### src/rtl/tt_sweep_pkg.sv
// Shared types and default constants for the truth-table sweeper.
// The sweep state is also exported as a debug output so checkers can observe it.
package tt_sweep_pkg;

  localparam int N_IN_DEFAULT = 4;
  localparam int NUM_VEC      = 2 ** N_IN_DEFAULT;
  localparam int CNT_W        = $clog2(NUM_VEC + 1);

  localparam logic [NUM_VEC-1:0] DEFAULT_TABLE = 16'hAAEA;

  typedef enum logic [1:0] {
    IDLE   = 2'd0,
    SETTLE = 2'd1,
    DONE   = 2'd2
  } state_t;

endpackage

### src/rtl/truth_table_sweeper_settle_timer.sv
// Loadable down-counter. tick is high for the enabled cycle in which the count is zero.
// A load has priority over counting, so a reload on tick starts the next hold period at once.
module settle_timer #(
  parameter int W = 8
) (
  input  logic         clk,
  input  logic         rst,
  input  logic         load,
  input  logic         en,
  input  logic [W-1:0] load_value,
  output logic         tick
);

  logic [W-1:0] count;

  always_ff @(posedge clk or posedge rst) begin
    if (rst) begin
      count <= '0;
    end else if (load) begin
      count <= load_value;
    end else if (en && count != '0) begin
      count <= count - 1'b1;
    end
  end

  assign tick = en && (count == '0);

endmodule

### src/rtl/truth_table_sweeper.sv
// Drives every input combination into a combinational block, captures its output
// into a truth table, counts the ones and compares against an expected table.
module truth_table_sweeper
  import tt_sweep_pkg::*;
#(
  parameter int                       N_IN           = 4,
  parameter int                       SETTLE_CYCLES  = 2,
  parameter logic [(2**N_IN)-1:0]     EXPECTED_TABLE = DEFAULT_TABLE
) (
  input  logic                            clk,
  input  logic                            rst,
  input  logic                            start,
  output logic [N_IN-1:0]                 vec,
  input  logic                            r_in,
  output logic                            busy,
  output logic                            done,
  output logic [(2**N_IN)-1:0]            table_out,
  output logic [$clog2(2**N_IN+1)-1:0]    ones_count,
  output logic                            pass,
  output logic [1:0]                      dbg_state
);

  localparam int NV    = 2 ** N_IN;
  localparam int OW    = $clog2(NV + 1);
  localparam int IDX_W = N_IN + 1;

  // Valid/ready contract: start is a level request sampled only in IDLE;
  // done is a single-cycle result strobe with no back-pressure.

  state_t           state, state_next;
  logic [IDX_W-1:0] index;
  logic [NV-1:0]    cap_table;
  logic             accept, sample, last;

  assign accept = (state == IDLE) && start;
  assign last   = (index == IDX_W'(NV - 1));

  settle_timer #(.W(8)) u_timer (
    .clk        (clk),
    .rst        (rst),
    .load       (accept || sample),
    .en         (state == SETTLE),
    .load_value (8'(SETTLE_CYCLES - 1)),
    .tick       (sample)
  );

  always_ff @(posedge clk or posedge rst) begin
    if (rst) state <= IDLE;
    else     state <= state_next;
  end

  always_comb begin
    state_next = state;
    case (state)
      IDLE:    if (start) state_next = SETTLE;
      SETTLE:  if (sample && last) state_next = DONE;
      DONE:    state_next = IDLE;
      default: state_next = IDLE;
    endcase
  end

  // Table as it will look once the current sample lands; also feeds the final compare.
  always_comb begin
    cap_table = table_out;
    cap_table[index[N_IN-1:0]] = r_in;
  end

  always_ff @(posedge clk or posedge rst) begin
    if (rst) begin
      index      <= '0;
      table_out  <= '0;
      ones_count <= '0;
      pass       <= 1'b0;
    end else if (accept) begin
      index      <= '0;
      table_out  <= '0;
      ones_count <= '0;
      pass       <= 1'b0;
    end else if (sample) begin
      table_out  <= cap_table;
      ones_count <= ones_count + OW'(r_in);
      if (last) begin
        index <= '0;
        pass  <= (cap_table == EXPECTED_TABLE);
      end else begin
        index <= index + 1'b1;
      end
    end
  end

  // vec comes straight from a register, so it changes cleanly once per hold period.
  assign vec       = index[N_IN-1:0];
  assign busy      = (state == SETTLE);
  assign done      = (state == DONE);
  assign dbg_state = state;

endmodule

### config.mk
export PLATFORM = sky130hd
export DESIGN_NAME = truth_table_sweeper
export DESIGN_NICKNAME = d
export VERILOG_FILES = /design/src/rtl/tt_sweep_pkg.sv /design/src/rtl/truth_table_sweeper_settle_timer.sv /design/src/rtl/truth_table_sweeper.sv
export SDC_FILE = /design/constraint.sdc
export NUM_CORES = 1
export LEC_CHECK = 0
export CAP_MARGIN = 20
export CORE_MARGIN = 2
export CORE_UTILIZATION = 49
export CTS_CLUSTER_DIAMETER = 40
export DETAILED_ROUTE_END_ITERATION = 7
export GPL_TIMING_DRIVEN = 0
export PLACE_DENSITY = 0.76
export SETUP_SLACK_MARGIN = 0.05
export SLEW_MARGIN = 20
export SYNTH_ARGS = -nofsm -noshare
export SYNTH_HDL_FRONTEND = slang
export SYNTH_SLANG_ARGS = --single-unit
### constraint.sdc
create_clock -name clk -period 2 [get_ports clk]
set_input_delay 0.6 -clock clk [delete_from_list [all_inputs] [get_ports clk]]
set_output_delay 0.6 -clock clk [all_outputs]
set_load 0.02 [all_outputs]
======== Word-level counts from Yosys, hierarchy flattened ========
Index checks and enable logic that the tools add are counted.
cells by class
  equal/unequal tests ..................... 6
  reductions and logical operators ........ 14
  add/sub/neg operators ................... 3
  $lt $le $gt $ge ......................... 2
  multiplexer cells ....................... 18
operator list
  operator                                                                count
  16-bit 2-to-1 mux                                                       2
  5-bit 2-to-1 mux                                                        5
  16-bit bitwise mux                                                      1
  16-bit equality test (second input constant)                            1
  8-bit 2-to-1 mux                                                        2
  8-bit logical NOT                                                       1
  8-bit nonzero test                                                      1
  8-bit by 1-bit subtractor with 8-bit output (second input constant)     1
  2-bit nonzero test                                                      3
  5-bit by 1-bit adder with 5-bit output                                  1
  5-bit by 1-bit adder with 5-bit output (second input constant)          1
  5-bit by 4-bit equality test with 1-bit output (second input constant)  1
  1-bit logical AND                                                       5
  4-bit by 5-bit < comparator with 1-bit output (second input constant)   1
  1-bit demux with 4-bit select                                           1
  4-bit by 1-bit >= comparator with 1-bit output (second input constant)  1
  1-bit 2-to-1 mux                                                        4
  2-bit 2-to-1 mux                                                        2
  2-bit != test (second input constant)                                   2
  2-bit one-hot mux with 2 select lines                                   1
  2-bit AND reduction                                                     2
  2-bit by 1-bit equality test with 1-bit output (second input constant)  1
  2-bit equality test (second input constant)                             1
  2-bit logical NOT                                                       1
  1-bit logical OR                                                        1
storage, ports and cells
  output and inout bits ................... 30
  logic and storage cells ................. 49
  flip-flop bits (word level) ............. 37
  input port bits ......................... 4

======== Logic depth before layout (Yosys ltp) ========
  word-level depth ........................ 9
  depth in mapped cells ................... 8
  depth with buffers taken out ............ 7

======== Cells and area by module ========
Synthesis repeated with hierarchy kept, for this count alone.
second synthesis, totals
  cells, all modules ...................... 259
  area total of the unflattened synthesis .. 2351.0 um2
by module, submodules not included
  module               area each (um2)  instances  cells an instance
  truth_table_sweeper  1846.8           1          200
  settle_timer         504.2            1          59

======== Least setup slack after synthesis ========
No wires, ideal clock.
  path type ............................... register to register
  start point ............................. reg u_timer.count[0]
  end point ............................... reg table_out[15]
  required time ........................... 1.878 ns
  arrival time ............................ 1.927 ns
  slack ................................... -0.049 ns
  stages on the path, launching flop included .. 9
  buffers on the path ..................... 1
  period minus slack after synthesis ...... 2.049 ns
  cell sequence ........................... dfrtp_1 inv_1 ha_1 or4b_4 or3_4 buf_6 nand2_4 o21ai_1 a32o_1
on the way
  cells in the longest elaborated chain, start to end .. 3
RTL lines
  item                          line                                    RTL
  from (decl)                   truth_table_sweeper_settle_timer.sv:14  logic [W-1:0] count;
  from (signal assigned)        truth_table_sweeper_settle_timer.sv:20  count <= load_value;
  from (signal assigned)        truth_table_sweeper_settle_timer.sv:22  count <= count - 1'b1;
  8-bit logical NOT             truth_table_sweeper_settle_timer.sv:26  assign tick = en && (count == '0);
  1-bit logical AND             truth_table_sweeper_settle_timer.sv:26
  2-bit nonzero test (no line)  n/a
  to (signal assigned)          truth_table_sweeper.sv:80               table_out <= cap_table;
  to (decl)                     truth_table_sweeper.sv:17               output logic [(2**N_IN)-1:0] table_out,
No other way between the ends.
A chain may end at the register's enable or synchronous reset.

======== Worst setup path after layout ========
  start point ............................. reg u_timer.count[1]
  end point ............................... reg table_out[15]
The elaborated chain is that of the path after synthesis.

==> flow_metrics.env <==
export IMPL_outcome="finished, violations left"
export IMPL_violations="negative setup slack"
export IMPL_cts_hold_fix_buffers=0
export IMPL_io_buffers=33
export IMPL_fin_nets=321
export IMPL_setup_viol=27
export IMPL_dp_hpwl_mm=3.93
export IMPL_first_iter_violations=281
export IMPL_rows=24
export IMPL_fin_crit_sh_pct=107
export IMPL_h_tree_depth=2
export IMPL_fill_cells=296
export IMPL_first_global_vias=2103
export IMPL_die_w_um=71.4
export IMPL_yosysSeqAreaShare_pct=41.6
export IMPL_initial_core_util_pct=51.1
export IMPL_cts_buffers_inserted=5
export IMPL_yosysWarnings=0
export IMPL_grt_usage_pct=27.0
export IMPL_drive_above_1_share_pct=28.1
export IMPL_dieArea_um2=5090
export IMPL_placed_area_um2=2630
export IMPL_synthDistinctLibCells=51
export IMPL_ys_seq_elements=37
export IMPL_final_max_slew_viol_count=0
export IMPL_rsz0062_at_grt="true"
export IMPL_start_kind="flop"
export IMPL_yosysTopAreaCellShare_pct=41.6
export IMPL_synth_edff_count=0
export IMPL_cts_tree="yes"
export IMPL_clk_latency_ps=290
export IMPL_core_area_um2=4350
export IMPL_period_needed_ps=2130
export IMPL_wl_per_cell_um=18.3
export IMPL_yosys_area_top_type="dfrtp_1"
export IMPL_die_h_um=71.4
export IMPL_cellLeakagePower_nw=1.56
export IMPL_drc_errors=0
export IMPL_maxCapViolCount=0
export IMPL_fin_ws_ps=-132
export IMPL_firstDrtPassIters=6
export IMPL_max_freq_mhz=469
export IMPL_avgViaCountPerCell=6.17
export IMPL_synthTopCellsByArea="dfrtp_1 42%, o21ai_1 5.4%, a21oi_1 4.5%, ha_1 4.5%, nand2_1 3.5%"
export IMPL_p_per_area_nw_per_um2=1190
export IMPL_hold_viol_final=0
export IMPL_synthToLayoutAreaGrowth_pct=42.7
export IMPL_grt_pass1_wl_mm=10.6
export IMPL_slew_headroom_pct=49.2
export IMPL_grt_max_degree=38
export IMPL_required_ps=2180
export IMPL_ctsRootBufferMaster="clkbuf_8"
export IMPL_gp_congestion=0.944
export IMPL_synthCells=251
export IMPL_vias=2235
export IMPL_crit_fanout=5
export IMPL_detail_route_antenna_nets=0
export IMPL_synthFlopType="dfrtp_1"
export IMPL_irDropWorstVdd_mv=0.703
export IMPL_p_total_w=0.00378
export IMPL_path_class="flop to flop"
export IMPL_antenna_found_initial=0
export IMPL_grt_overflow=0
export IMPL_wirelength_mm=6.62
export IMPL_io_pins=34
export IMPL_final_area_um2=3170
export IMPL_clkTransAtPathRegs_ps=80
export IMPL_async_flop_share_pct=100
export IMPL_syn_nets=263
export IMPL_diodes=0
export IMPL_tightest_slew_ps=762
export IMPL_crit_arrival_ps=2320
export IMPL_fin_skew_ps=7.34
export IMPL_clock_path_buffers=2
export IMPL_dp_slack_ps=-434
export IMPL_hold_path_class="flop to flop"
export IMPL_cp_end_kind="flop"
export IMPL_cts_sinks=37
export IMPL_synth_area_um2=2220
export IMPL_avgSynthCellArea_um2=8.86
[report_power, final]
group          switching, W  leakage [nW]  internal [W]  total, W
clock              0.000273        0.0445      0.000280  0.000553
sequential         0.000198         0.493      0.000910   0.00111
combinational       0.00118          1.03      0.000938   0.00212
total               0.00165          1.56       0.00213   0.00378
[layout by cell type (no fill, tap or decap), types with 3 or more instances in the layout]
master,instances
and3_1,3
nand3_1,9
nand4_1,4
inv_1,7
o21ai_1,22
dfrtp_2,3
clkbuf_8,7
dlymetal6s2s_1,14
nand2_1,17
nor2_4,3
xnor2_1,6
a31oi_1,4
nand2_2,4
a21oi_2,6
a21oi_1,12
mux2_2,3
o21ai_0,4
o21ai_2,6
o31ai_1,5
buf_4,12
clkdlybuf4s50_1,11
ha_1,6
dfrtp_1,34
nand2b_1,4
clkbuf_1,7
inv_2,3
buf_6,12
nor2_1,17
xor2_1,5
dlygate4sd2_1,7
[per-stage QoR]
| step | hold slack [ps] | cells | utilization (%) | setup TNS, ps |
|---|---|---|---|---|
| 2_1_floorplan | 464 | 251 | - | 0 |
| 3_3_place_gp | 482 | 336 | 60.3 | -15510 |
| 3_5_place_dp | 496 | 336 | 60.3 | -6570 |
| 4_1_cts | 508 | 360 | 69.4 | -631 |
| 5_1_grt | 563 | 362 | 72.8 | -4340 |
| 6_report | 531 | 362 | 72.8 | -1750 |
[repair_timing]
item	4_1_cts	5_1_grt
buffers inserted	16	3
pin swaps	21	8
setup endpoints to repair	37	46
cloned	2	0
gates resized for setup	50	45
[state kept, by name, summed over array words and instances, names as in the netlist]
| signal | flops |
|---|---|
| pass | 1 |
| u_timer.count | 8 |
| ones_count | 5 |
| table_out | 16 |
| index | 5 |
| dbg_state | 2 |
[logic make-up after synthesis]
logic type	share of synthesized area, %
flops	41.6
xor+xnor	4.33
fa+ha+maj	4.50
compound gates	19.6
mux	1.97
simple gates	21.8
buf+inv	6.08
[worst max-delay path, cell delays in order (launching register included)]
cell,delay [ps]
dfrtp_1,390
inv_2,70
ha_4,120
or4b_4,500
or3_4,450
buf_12,170
nand2_8,60
o21ai_2,60
a32o_1,200
[layout make-up]
type | count | area (um^2) | area share [%]
multi-input combinational | 185 | 1350 | 42.6
sequential | 37 | 930 | 29.3
timing repair buffer | 53 | 568 | 17.9
buffer | 17 | 128 | 4.02
clock buffer | 7 | 86.3 | 2.72
tap | 52 | 65.1 | 2.05
inverter | 10 | 37.5 | 1.18
clock inverter | 1 | 7.51 | 0.237
[synthesized netlist by cell type, drive strengths merged, types with 3 or more instances]
library cell  number
and3               3
a31oi              4
xnor2              6
nand3             11
dfrtp             37
o21ai             32
mux2               3
ha                 8
nor4               3
a21oi             20
clkbuf            11
nand2             22
inv               10
nor3               3
nor2              21
buf                8
o31ai              6
nand4              4
nand2b             4
xor2               5
[worst paths after layout]
kind                                         startpoint                         to  slack (ps)  depth (start not counted)
setup reg to reg           u_timer.count[1]$_DFFE_PP0P_  table_out[15]$_DFFE_PP0N_        -130                          8
max in group asynchronous                           rst   dbg_state[0]$_DFFE_PP0P_         720                          2
min in group asynchronous                           rst  ones_count[4]$_DFFE_PP0N_         760                          2
hold / removal                     index[4]$_DFFE_PP0N_       index[4]$_DFFE_PP0N_         530                          2
hold reg to reg                    index[4]$_DFFE_PP0N_       index[4]$_DFFE_PP0N_         530                          2
setup / recovery           u_timer.count[1]$_DFFE_PP0P_  table_out[15]$_DFFE_PP0N_        -130                          8
[routing by layer]
| layer | track usage, % | vias up | wire length (um) |
|---|---|---|---|
| met5 | 0 | - | 0 |
| met4 | 10.1 | 0 | 118 |
| met3 | 5.06 | 13 | 574 |
| met2 | 40.3 | 129 | 3140 |
| met1 | 39.1 | 1077 | 2790 |
| li1 | - | 1016 | - |
No activity file was read; power rests on OpenSTA's default activity.
